## src/rtl/inst_fetch_queue_if.sv

```systemverilog
// Fetch/decode handshake bundle for the instruction fetch queue.
// The master side is the fetcher plus decode. The slave side is the queue.
interface inst_fetch_queue_if #(
  parameter int unsigned DEPTH = 4
);
  localparam int unsigned PTR_W = $clog2(DEPTH);

  logic              fetch_valid;
  logic [63:0]       fetch_addr;
  logic [63:0]       fetch_data;
  logic              fetch_ready;
  logic              flush;
  logic              dec_valid;
  logic [31:0]       dec_instr;
  logic [63:0]       dec_pc;
  logic              dec_misaligned;
  logic              dec_ready;
  logic [PTR_W:0]    count;

  modport master (
    output fetch_valid, fetch_addr, fetch_data, flush, dec_ready,
    input  fetch_ready, dec_valid, dec_instr, dec_pc, dec_misaligned, count
  );

  modport slave (
    input  fetch_valid, fetch_addr, fetch_data, flush, dec_ready,
    output fetch_ready, dec_valid, dec_instr, dec_pc, dec_misaligned, count
  );
endinterface

```

## src/rtl/inst_fetch_queue.sv

```systemverilog
// Instruction fetch queue: buffers up to DEPTH (pc, instr, misaligned)
// entries between the fetcher and decode, with a single-cycle flush.
module inst_fetch_queue #(
  parameter int unsigned DEPTH = 4
) (
  input  logic               clk,
  input  logic               reset,
  inst_fetch_queue_if.slave  bus
);
  localparam int unsigned      PTR_W    = $clog2(DEPTH);
  localparam logic [PTR_W:0]   FULL_CNT = (PTR_W+1)'(DEPTH);

  typedef struct packed {
    logic [63:0] pc;
    logic [31:0] instr;
    logic        misaligned;
  } entry_t;

  typedef enum logic [1:0] {EMPTY, PARTIAL, FULL} occ_t;

  entry_t           mem [DEPTH];
  logic [PTR_W-1:0] rd_ptr;
  logic [PTR_W-1:0] wr_ptr;
  logic [PTR_W:0]   count_q;
  occ_t             occ;
  logic             push;
  logic             pop;
  logic             wr_en;
  entry_t           new_entry;

  // Occupancy is derived from the registered count only.
  always_comb begin
    occ = PARTIAL;
    if (count_q == '0)
      occ = EMPTY;
    else if (count_q == FULL_CNT)
      occ = FULL;
  end

  // Handshakes and the entry built from the incoming 64-bit fetch word.
  always_comb begin
    bus.fetch_ready      = (occ != FULL);
    bus.dec_valid        = (occ != EMPTY);
    push                 = bus.fetch_valid & bus.fetch_ready;
    pop                  = bus.dec_valid & bus.dec_ready;
    wr_en                = push & ~bus.flush;
    new_entry.pc         = bus.fetch_addr;
    new_entry.instr      = bus.fetch_addr[2] ? bus.fetch_data[63:32]
                                             : bus.fetch_data[31:0];
    new_entry.misaligned = |bus.fetch_addr[1:0];
  end

  // Head read: combinational view of registered storage.
  always_comb begin
    bus.dec_pc         = mem[rd_ptr].pc;
    bus.dec_instr      = mem[rd_ptr].instr;
    bus.dec_misaligned = mem[rd_ptr].misaligned;
    bus.count          = count_q;
  end

  // Entry storage. Reset clears it. A flush leaves the contents in place.
  always_ff @(posedge clk or negedge reset) begin
    if (!reset) begin
      for (int unsigned i = 0; i < DEPTH; i++)
        mem[i] <= '0;
    end else if (wr_en) begin
      mem[wr_ptr] <= new_entry;
    end
  end

  // Pointers and count. A flush overrides any concurrent push or pop.
  always_ff @(posedge clk or negedge reset) begin
    if (!reset) begin
      rd_ptr  <= '0;
      wr_ptr  <= '0;
      count_q <= '0;
    end else if (bus.flush) begin
      rd_ptr  <= '0;
      wr_ptr  <= '0;
      count_q <= '0;
    end else begin
      if (push)
        wr_ptr <= wr_ptr + PTR_W'(1);
      if (pop)
        rd_ptr <= rd_ptr + PTR_W'(1);
      case ({push, pop})
        2'b10:   count_q <= count_q + (PTR_W+1)'(1);
        2'b01:   count_q <= count_q - (PTR_W+1)'(1);
        default: count_q <= count_q;
      endcase
    end
  end
endmodule
```

## src/flat_wrapper.sv

```systemverilog
// flat-port wrapper written by rule: the top's interface ports become plain ports
module inst_fetch_queue_flat 
#(
  parameter int unsigned DEPTH = 4
)
  (clk, reset, bus_fetch_valid, bus_fetch_addr, bus_fetch_data, bus_flush, bus_dec_ready, bus_fetch_ready, bus_dec_valid, bus_dec_instr, bus_dec_pc, bus_dec_misaligned, bus_count);
  inst_fetch_queue_if #(.DEPTH(DEPTH)) bus_i ();
  input  logic clk;
  input  logic reset;
  input wire logic [$bits(bus_i.fetch_valid)-1:0] bus_fetch_valid;
  input wire logic [$bits(bus_i.fetch_addr)-1:0] bus_fetch_addr;
  input wire logic [$bits(bus_i.fetch_data)-1:0] bus_fetch_data;
  input wire logic [$bits(bus_i.flush)-1:0] bus_flush;
  input wire logic [$bits(bus_i.dec_ready)-1:0] bus_dec_ready;
  output wire logic [$bits(bus_i.fetch_ready)-1:0] bus_fetch_ready;
  output wire logic [$bits(bus_i.dec_valid)-1:0] bus_dec_valid;
  output wire logic [$bits(bus_i.dec_instr)-1:0] bus_dec_instr;
  output wire logic [$bits(bus_i.dec_pc)-1:0] bus_dec_pc;
  output wire logic [$bits(bus_i.dec_misaligned)-1:0] bus_dec_misaligned;
  output wire logic [$bits(bus_i.count)-1:0] bus_count;
  assign bus_i.fetch_valid = bus_fetch_valid;
  assign bus_i.fetch_addr = bus_fetch_addr;
  assign bus_i.fetch_data = bus_fetch_data;
  assign bus_i.flush = bus_flush;
  assign bus_i.dec_ready = bus_dec_ready;
  assign bus_fetch_ready = bus_i.fetch_ready;
  assign bus_dec_valid = bus_i.dec_valid;
  assign bus_dec_instr = bus_i.dec_instr;
  assign bus_dec_pc = bus_i.dec_pc;
  assign bus_dec_misaligned = bus_i.dec_misaligned;
  assign bus_count = bus_i.count;
  inst_fetch_queue #(.DEPTH(DEPTH)) u_core (.clk(clk), .reset(reset), .bus(bus_i));
endmodule
```

## config.mk

```make
export PLATFORM = sky130hd
export DESIGN_NAME = inst_fetch_queue_flat
export DESIGN_NICKNAME = d
export VERILOG_FILES = /design/src/rtl/inst_fetch_queue_if.sv /design/src/rtl/inst_fetch_queue.sv /design/src/flat_wrapper.sv
export SDC_FILE = /design/constraint.sdc
export NUM_CORES = 1
export LEC_CHECK = 0
export CAP_MARGIN = 5
export CORE_MARGIN = 5
export CORE_UTILIZATION = 55
export DETAILED_ROUTE_END_ITERATION = 10
export PLACE_DENSITY = 0.8
export SYNTH_ARGS = -nofsm -noshare
export SYNTH_HDL_FRONTEND = slang
export SYNTH_SLANG_ARGS = --single-unit
```

## constraint.sdc

```tcl
create_clock -name clk -period 2.4 [get_ports clk]
set_input_delay 0.72 -clock clk [delete_from_list [all_inputs] [get_ports clk]]
set_output_delay 0.72 -clock clk [all_outputs]
set_load 0.01 [all_outputs]
```

# ---- Word-level counts from Yosys, hierarchy flattened
# Cells that the tools add are included.
dict set report classes {
  eq_ne 4
  n_div 0
  bitwise_logic 6
  shift 0
  n_lt_le_gt_ge 3
  add_sub_neg 4
  muxes 15
  mul 0
  n_reduce_logical 7
}
# operator count
set ops {}
lappend ops {{388-bit bitwise mux} 1}
lappend ops {{97-bit two-way mux} 3}
lappend ops {{97-bit binary-select mux with 2-bit select} 1}
lappend ops {{97-bit demux with 2-bit select} 1}
lappend ops {{32-bit two-way mux} 1}
lappend ops {{2-bit two-way mux} 6}
lappend ops {{3-bit greater-or-equal comparator (second input constant)} 2}
lappend ops {{2-bit NOT with 3-bit output} 2}
lappend ops {{3-bit one-hot mux with 2 select lines} 1}
lappend ops {{2-bit nonzero test} 3}
lappend ops {{2-bit by 1-bit adder with 2-bit output (second input constant)} 2}
lappend ops {{3-bit by 1-bit adder with 3-bit output (second input constant)} 1}
lappend ops {{1-bit bitwise AND} 3}
lappend ops {{3-bit == test (second input constant)} 1}
lappend ops {{3-bit logical NOT} 1}
lappend ops {{3-bit by 1-bit < comparator with 1-bit output (second input constant)} 1}
lappend ops {{3-bit two-way mux} 1}
lappend ops {{3-bit nonzero test} 1}
lappend ops {{3-bit by 1-bit subtractor with 3-bit output (second input constant)} 1}
lappend ops {{2-bit by 1-bit == test with 1-bit output (second input constant)} 1}
lappend ops {{2-bit == test (second input constant)} 1}
lappend ops {{2-bit inequality test (second input constant)} 1}
lappend ops {{2-bit OR reduction} 1}
lappend ops {{1-bit logical AND} 1}
lappend ops {{1-bit NOT} 1}
dict set report word_totals {
  ram_bits 0
  mem_bits_ro 0
  in_bits 133
  regBits 395
  latch_bits 0
  wordCells 54
  mem_count 0
  out_inout_bits 102
}

# ---- Longest topological paths before layout
# Gate-level depths: netlist (run 1).
dict set report logic_depth {
  word_depth 8
  ltp_mapped 8
  depth_no_buf 5
}

# ---- Worst setup path before layout (run 1)
# OpenSTA, ideal clock, no wires.
dict set report synth_path {
  kind {flip-flop to output port}
  startpoint {register u_core.rd_ptr[0]}
  endpoint {output port bus_dec_instr[25]}
  path_stages_with_launch 5
  required_time_ps 1680
  slack_ps 76
  path_buffers 3
  arrival_ps 1604
  path_cell_list {dfrtp_1 -> buf_2 -> buf_2 -> buf_2 -> mux4_2}
}
dict set report synth_via {
  elab_chain_cells 4
}
# item line
set synth_rtl {}
lappend synth_rtl {{start, declared} inst_fetch_queue.sv:22} ;# logic [PTR_W-1:0] rd_ptr;
lappend synth_rtl {{start signal, assigned} inst_fetch_queue.sv:85} ;# rd_ptr <= rd_ptr + PTR_W'(1);
lappend synth_rtl {{2-bit NOT with 3-bit output (not written as such)} inst_fetch_queue.sv:56} ;# bus.dec_instr = mem[rd_ptr].instr;
lappend synth_rtl {{97-bit binary-select mux with 2-bit select} inst_fetch_queue.sv:56}
lappend synth_rtl {{97-bit two-way mux (2 in series)} --}
lappend synth_rtl {{end, declared} flat_wrapper.sv:17} ;# output wire logic [$bits(bus_i.dec_instr)-1:0] bus_dec_instr;
# No other way between the ends. The select of a mux whose other input is x is not followed.

# ---- Final worst setup path (run 1)
dict set report layout_path {
  startpoint {register u_core.rd_ptr[0]}
  endpoint {output port bus_dec_instr[21]}
}
# Same word-level chain as after synthesis.

==> results of run 1 <==
## synthesized netlist by cell type (all sizes together), types with 2 or more instances
cell type  instances
xor2               2
dfrtp            395
a2111oi            2
clkbuf            16
buf               57
inv                5
or3b               2
nand2b             3
mux4              97
a21oi              7
ha                 4
nand3              6
or2                2
nor2               3
o21ai              3
mux2             420
## per-stage QoR
step,area (sq um),hold slack (ps),total power (uW)
6_report,23100,115,26300
5_1_grt,23100,121,27700
4_1_cts,22900,116,26300
3_5_place_dp,21200,488,19100
3_3_place_gp,21200,482,18800
2_1_floorplan,17700,424,15300
## final cells by class
type	instances	area share
diodes	1	0.000108
clock buffers	64	0.0566
clock inverters	7	0.00612
inverters	5	0.000813
multi-input cells	566	0.322
flip-flops and latches	395	0.428
well taps	402	0.0218
repair buffers	330	0.164
## registers in the layout (all words and copies together), names as in the netlist
register	flops
u_core.mem	388
u_core.wr_ptr	2
u_core.bus.count	3
u_core.rd_ptr	2
## critical path: cells and delay by family, from the launching register on
family / cells / cell delay [ps]
buffers and inverters: 4 / 580
flip-flops: 1 / 510
multiplexers: 1 / 470
## routing by layer
layer	up-vias	part of all wire
met5	-	0.00056
met4	4	0.025
met3	77	0.045
met2	232	0.52
met1	5591	0.41
li1	4506	-
## power by group through the flow
stage	registers (uW)	clock network (uW)	logic, uW
2_1_floorplan	10100	0	5230
3_3_place_gp	10400	0	8340
3_5_place_dp	10600	0	8530
4_1_cts	10500	6850	8910
5_1_grt	10800	7160	9690
6_report	10600	6700	9070
## cells by family after synthesis
logic type,share of synthesized area
XOR/XNOR,0.00148
adder cells (fa/ha/maj),0.00396
buffers and inverters,0.0238
multiplexers,0.397
AO/OA/AOI/OAI,0.00692
flip-flops,0.558
AND/OR/NAND/NOR,0.00911
## worst paths after layout
check / startpoint / end / slack [ps] / cells past startpoint
worst min-delay path: reset / u_core.mem[23]$_DFFE_PN0P_ / 110 / 1
max in group asynchronous: reset / u_core.mem[290]$_DFFE_PN0P_ / 1480 / 2
worst max-delay path: u_core.rd_ptr[0]$_DFFE_PN0P_ / bus_dec_instr[21] / -400 / 5
worst min register to register: u_core.mem[86]$_DFFE_PN0P_ / u_core.mem[86]$_DFFE_PN0P_ / 500 / 1
worst max register to register: u_core.bus.count[1]$_DFFE_PN0P_ / u_core.bus.count[1]$_DFFE_PN0P_ / 150 / 6
min in group clk: u_core.mem[86]$_DFFE_PN0P_ / u_core.mem[86]$_DFFE_PN0P_ / 500 / 1
## repair_timing
action	in CTS	in global routing
setup endpoints to repair	99	101
buffers inserted	15	5
hold endpoints to repair	0	0
pin swaps	0	0
cloned	4	2
resized for setup	486	42
==> metrics.cfg, run 1 <==
[timing]
finalSetupViolCount=97
setup_ws_ps=-401
finalClockSkew_ps=21.4
final.min_clock_period_ps=2800
fmax_mhz=357
final-hold-violation-count=0
max-slew-margin-rel=0.719
worst_pin_slew_ps=416
tns_ps=-32870
drv_slew=0
rsz0062_at_grt=yes
period_share=1.17

[run_status]
violations=negative setup slack
status=complete, but fails checks

[worst_setup_path]
arrival_ps=2080
critPathRequiredTime_ps=1680
slowest_delay_ps=510
path_cells=buf_12, buf_12, buf_12, mux4_2, buf_6
crit_path_top_delay_cell=dfrtp_4
crit_type=flip-flop to output port
crit_path_max_fanout=6
crit_top_cell=buf_12
crit_path_end_kind=output port
start_kind=flip-flop

[hold_path]
hold_path.class=primary input to asynchronous set/reset pin

[die]
fp.dieW_um=189
rows=65
num_io_pins=235
core_sq_mm=0.0317
fp.dieArea_sq_mm=0.0359
dieHeight_um=189
initial_core_util=0.558

[detailed_routing]
drt_first_pass_iters=4
ant_nets=0
wl_per_cell_um=23.1
vias=10400
detail_route.iter0.violations=509
vias_per_cell=5.88
totalWireLength_mm=40.8
drc_errors=0

[finish]
final_cells=1770
final_cell_mix=dfrtp_1, mux2_2, clkdlybuf4s50_1, mux4_2, buf_6
regArea_sq_mm=0.00989
fillers=1983
nets=1479
mostFrequentLayoutCell=dfrtp_1
multi_input_area_sq_mm=0.00743
drive_above_1_share=0.579
area_delta_synth_final_pct=30.3
fin_util=0.728

[global_routing]
overflow=0
grtUsageMet1=0.303
grt_pass1_wl_mm=66.0
use_met3=0.0422
grt_max_degree=73
track_usage=0.229
top_usage_layer=met2
first_global_vias=11900
grtUsageMet2=0.394
antenna_found_initial=3

[synth]
synth_edf_count=0
yosys_warnings=0
yosys.area.top_type_share=0.558
synthesis.area_sq_mm=0.0177
syn_avg_cell_area_sq_um=17.0
synth_flop_cell=dfrtp_1
synth_nets=1177
yosys-top-cells-area=dfrtp_1, mux2_2, mux4_2
synth_cells=1039
synth_top_area_cell=dfrtp_1
seq_area_frac_synth=0.558
ys_ff_latch=395
yosysUniqueCellTypes=37
async_flop_share=1.00

[clocking]
hold_buffers=0
tritoncts=done
cts_sinks=395
cts_buffers=43
htreeDepth=2
clock_latency_ps=530
cts_buffer_depth=3
path_clk_slew_ps=60
cts-root-buf=clkbuf_16

[power]
leakage_uw=0.0102
powerDensity_mw_per_mm2=1140
intPower_uw=19200
sequentialPowerShare=0.401
power_frac_clock=0.254
power_switching_uw=7080
pwr-share-comb=0.344
swShare=0.269
ir_drop_v=0.000812

[placed_design]
gp_congestion=0.746
hpwlAfterDp_mm=26.6
dp.cells=1678
port_buffers=234
dp_slack_ps=-172

[job]
cap_violations=0

(Power assumes the default switching activity.)
==> run 2: changes to the inputs <==
- SETUP_SLACK_MARGIN: default -> 0.02
- clock period: 2.4 -> 2.9 ns (I/O delays scaled with it)
==> metrics.cfg, run 2 (same netlist as run 1, synthesis figures left out) <==
[detailed_routing]
top_layer=met5
detail_route.iter0.violations=464
route.met3.wl_mm=1.70
ant_nets=0
wl_per_cell_um=22.4
totalWireLength_mm=39.4
drc_errors=0
vias=10100
vias_per_cell=5.77
wl_met1_mm=16.9
wl_met2_mm=20.2
drt_first_pass_iters=4

[die]
fp.dieW_um=189
core_sq_mm=0.0317
rows=65
num_io_pins=235
fp.dieArea_sq_mm=0.0359
dieHeight_um=189
initial_core_util=0.558

[clocking]
tritoncts=done
path_clk_slew_ps=60
cts-root-buf=clkbuf_16
cts_buffer_depth=3
cts_buffers=41
clock_latency_ps=520
cts_sinks=395
htreeDepth=2

[worst_setup_path]
r2r_slack_ps=600
start_kind=flip-flop
arrival_ps=2130
slowest_delay_ps=510
path_delay_family=buffers and inverters
crit_path_top_delay_cell=mux4_2
worst-path-stages=5
timing.rr.start=u_core.bus.count[0]$_DFFE_PN0P_
crit_top_cell=buf_6
critPathRequiredTime_ps=2030
crit_path_max_fanout=7
crit_type=flip-flop to output port
crit_path_end_kind=output port
startpoint=u_core.rd_ptr[0]$_DFFE_PN0P_
path_buf_inv=4
r2r-end=u_core.bus.count[1]$_DFFE_PN0P_
crit_path_end=bus_dec_pc[52]
path_cells=buf_12, clkbuf_16, buf_6, mux4_2, buf_6
r2r_cells=6

[global_routing]
overflow=0
grt_max_degree=93
antenna_found_initial=2
grt_pass1_wl_mm=63.6
track_usage=0.221
first_global_vias=11300

[timing]
finalSetupViolCount=51
setup_ws_ps=-97.0
final-hold-violation-count=0
drv_slew=0
worst_hold_slack_ps=297
max-slew-margin-rel=0.670
rsz0062_at_grt=yes
period_share=1.03
final.min_clock_period_ps=3000
fmax_mhz=334
worst_pin_slew_ps=495
finalClockSkew_ps=14.4

[power]
finalPower_uw=21300
ir_drop_v=0.000572
powerDensity_mw_per_mm2=944
leakage_uw=0.00997

[placed_design]
port_buffers=234
gp_congestion=0.738
placed_cell_area_sq_mm=0.0209
hpwlAfterDp_mm=25.4

[finish]
stdcell_area_sq_mm=0.0226
mostFrequentLayoutCell=dfrtp_1
final_cell_mix=dfrtp_1, mux2_2, clkdlybuf4s50_1, mux4_2, clkbuf_16
top_register=u_core.mem
area_delta_synth_final_pct=27.4
fillers=2071
nets=1461
fin_util=0.712
largest_register_ffs=388
drive_above_1_share=0.576

[job]
cap_violations=0

[run_status]
status=complete, but fails checks
violations=negative setup slack

[hold_path]
hold_path.class=primary input to asynchronous set/reset pin

-- run 2: cell count changes in the layout (fill, tap and decap cells not counted), moves of 4 or more --
cell,delta
buf_12,-18
buf_16,+4
buf_2,+7
buf_6,-57
clkbuf_2,+44
clkinv_2,+5
-- run 2: area by class of cell --
class                   instances  area (sq um)  area share
flip-flops and latches        395          9890       0.438
diodes                          1          2.50    0.000111
clock inverters                20           295      0.0131
multi-input cells             566          7430       0.329
well taps                     402           503      0.0223
inverters                       5          18.8    0.000831
repair buffers                314          3230       0.143
clock buffers                  56          1200      0.0534
-- run 2: worst min path at each step --
stage               depth (start not counted)                           to                         from
floorplan                                   1   u_core.mem[52]$_DFFE_PN0P_   u_core.mem[52]$_DFFE_PN0P_
global placement                            1  u_core.mem[359]$_DFFE_PN0P_  u_core.mem[359]$_DFFE_PN0P_
detailed placement                          1  u_core.mem[117]$_DFFE_PN0P_  u_core.mem[117]$_DFFE_PN0P_
CTS                                         1  u_core.mem[120]$_DFFE_PN0P_                        reset
global route                                1  u_core.mem[120]$_DFFE_PN0P_                        reset
finish                                      1  u_core.mem[120]$_DFFE_PN0P_                        reset
-- run 2: where the power goes --
| group | switching, uW | internal, uW |
|---|---|---|
| Clock | 2160 | 3550 |
| Combinational | 2490 | 4380 |
| Sequential | 1110 | 7620 |
| Total | 5760 | 15600 |
-- run 2: layer usage --
| layer | GRT usage | up-vias |
|---|---|---|
| met2 | 0.375 | 210 |
| met1 | 0.302 | 5414 |
| met4 | 0.0501 | 2 |
| met3 | 0.0378 | 45 |
| met5 | 0 | - |
| li1 | - | 4477 |
-- run 2: repair_timing --
item                                    CTS  global route
gates resized for setup                 256           153
endpoints found under the setup margin   99            88
buffers inserted                         13            14
hold buffers                              0             0
cloned                                    2             5
-- run 2: through the flow --
stage,setup TNS [ps],cells,setup slack [ps]
after global routing,-6220,1759,-156
after floorplan,0,1039,426
after global placement,0,1650,183
after detailed placement,0,1650,146
after CTS,-9330,1741,-231
final,-1860,1759,-97.0
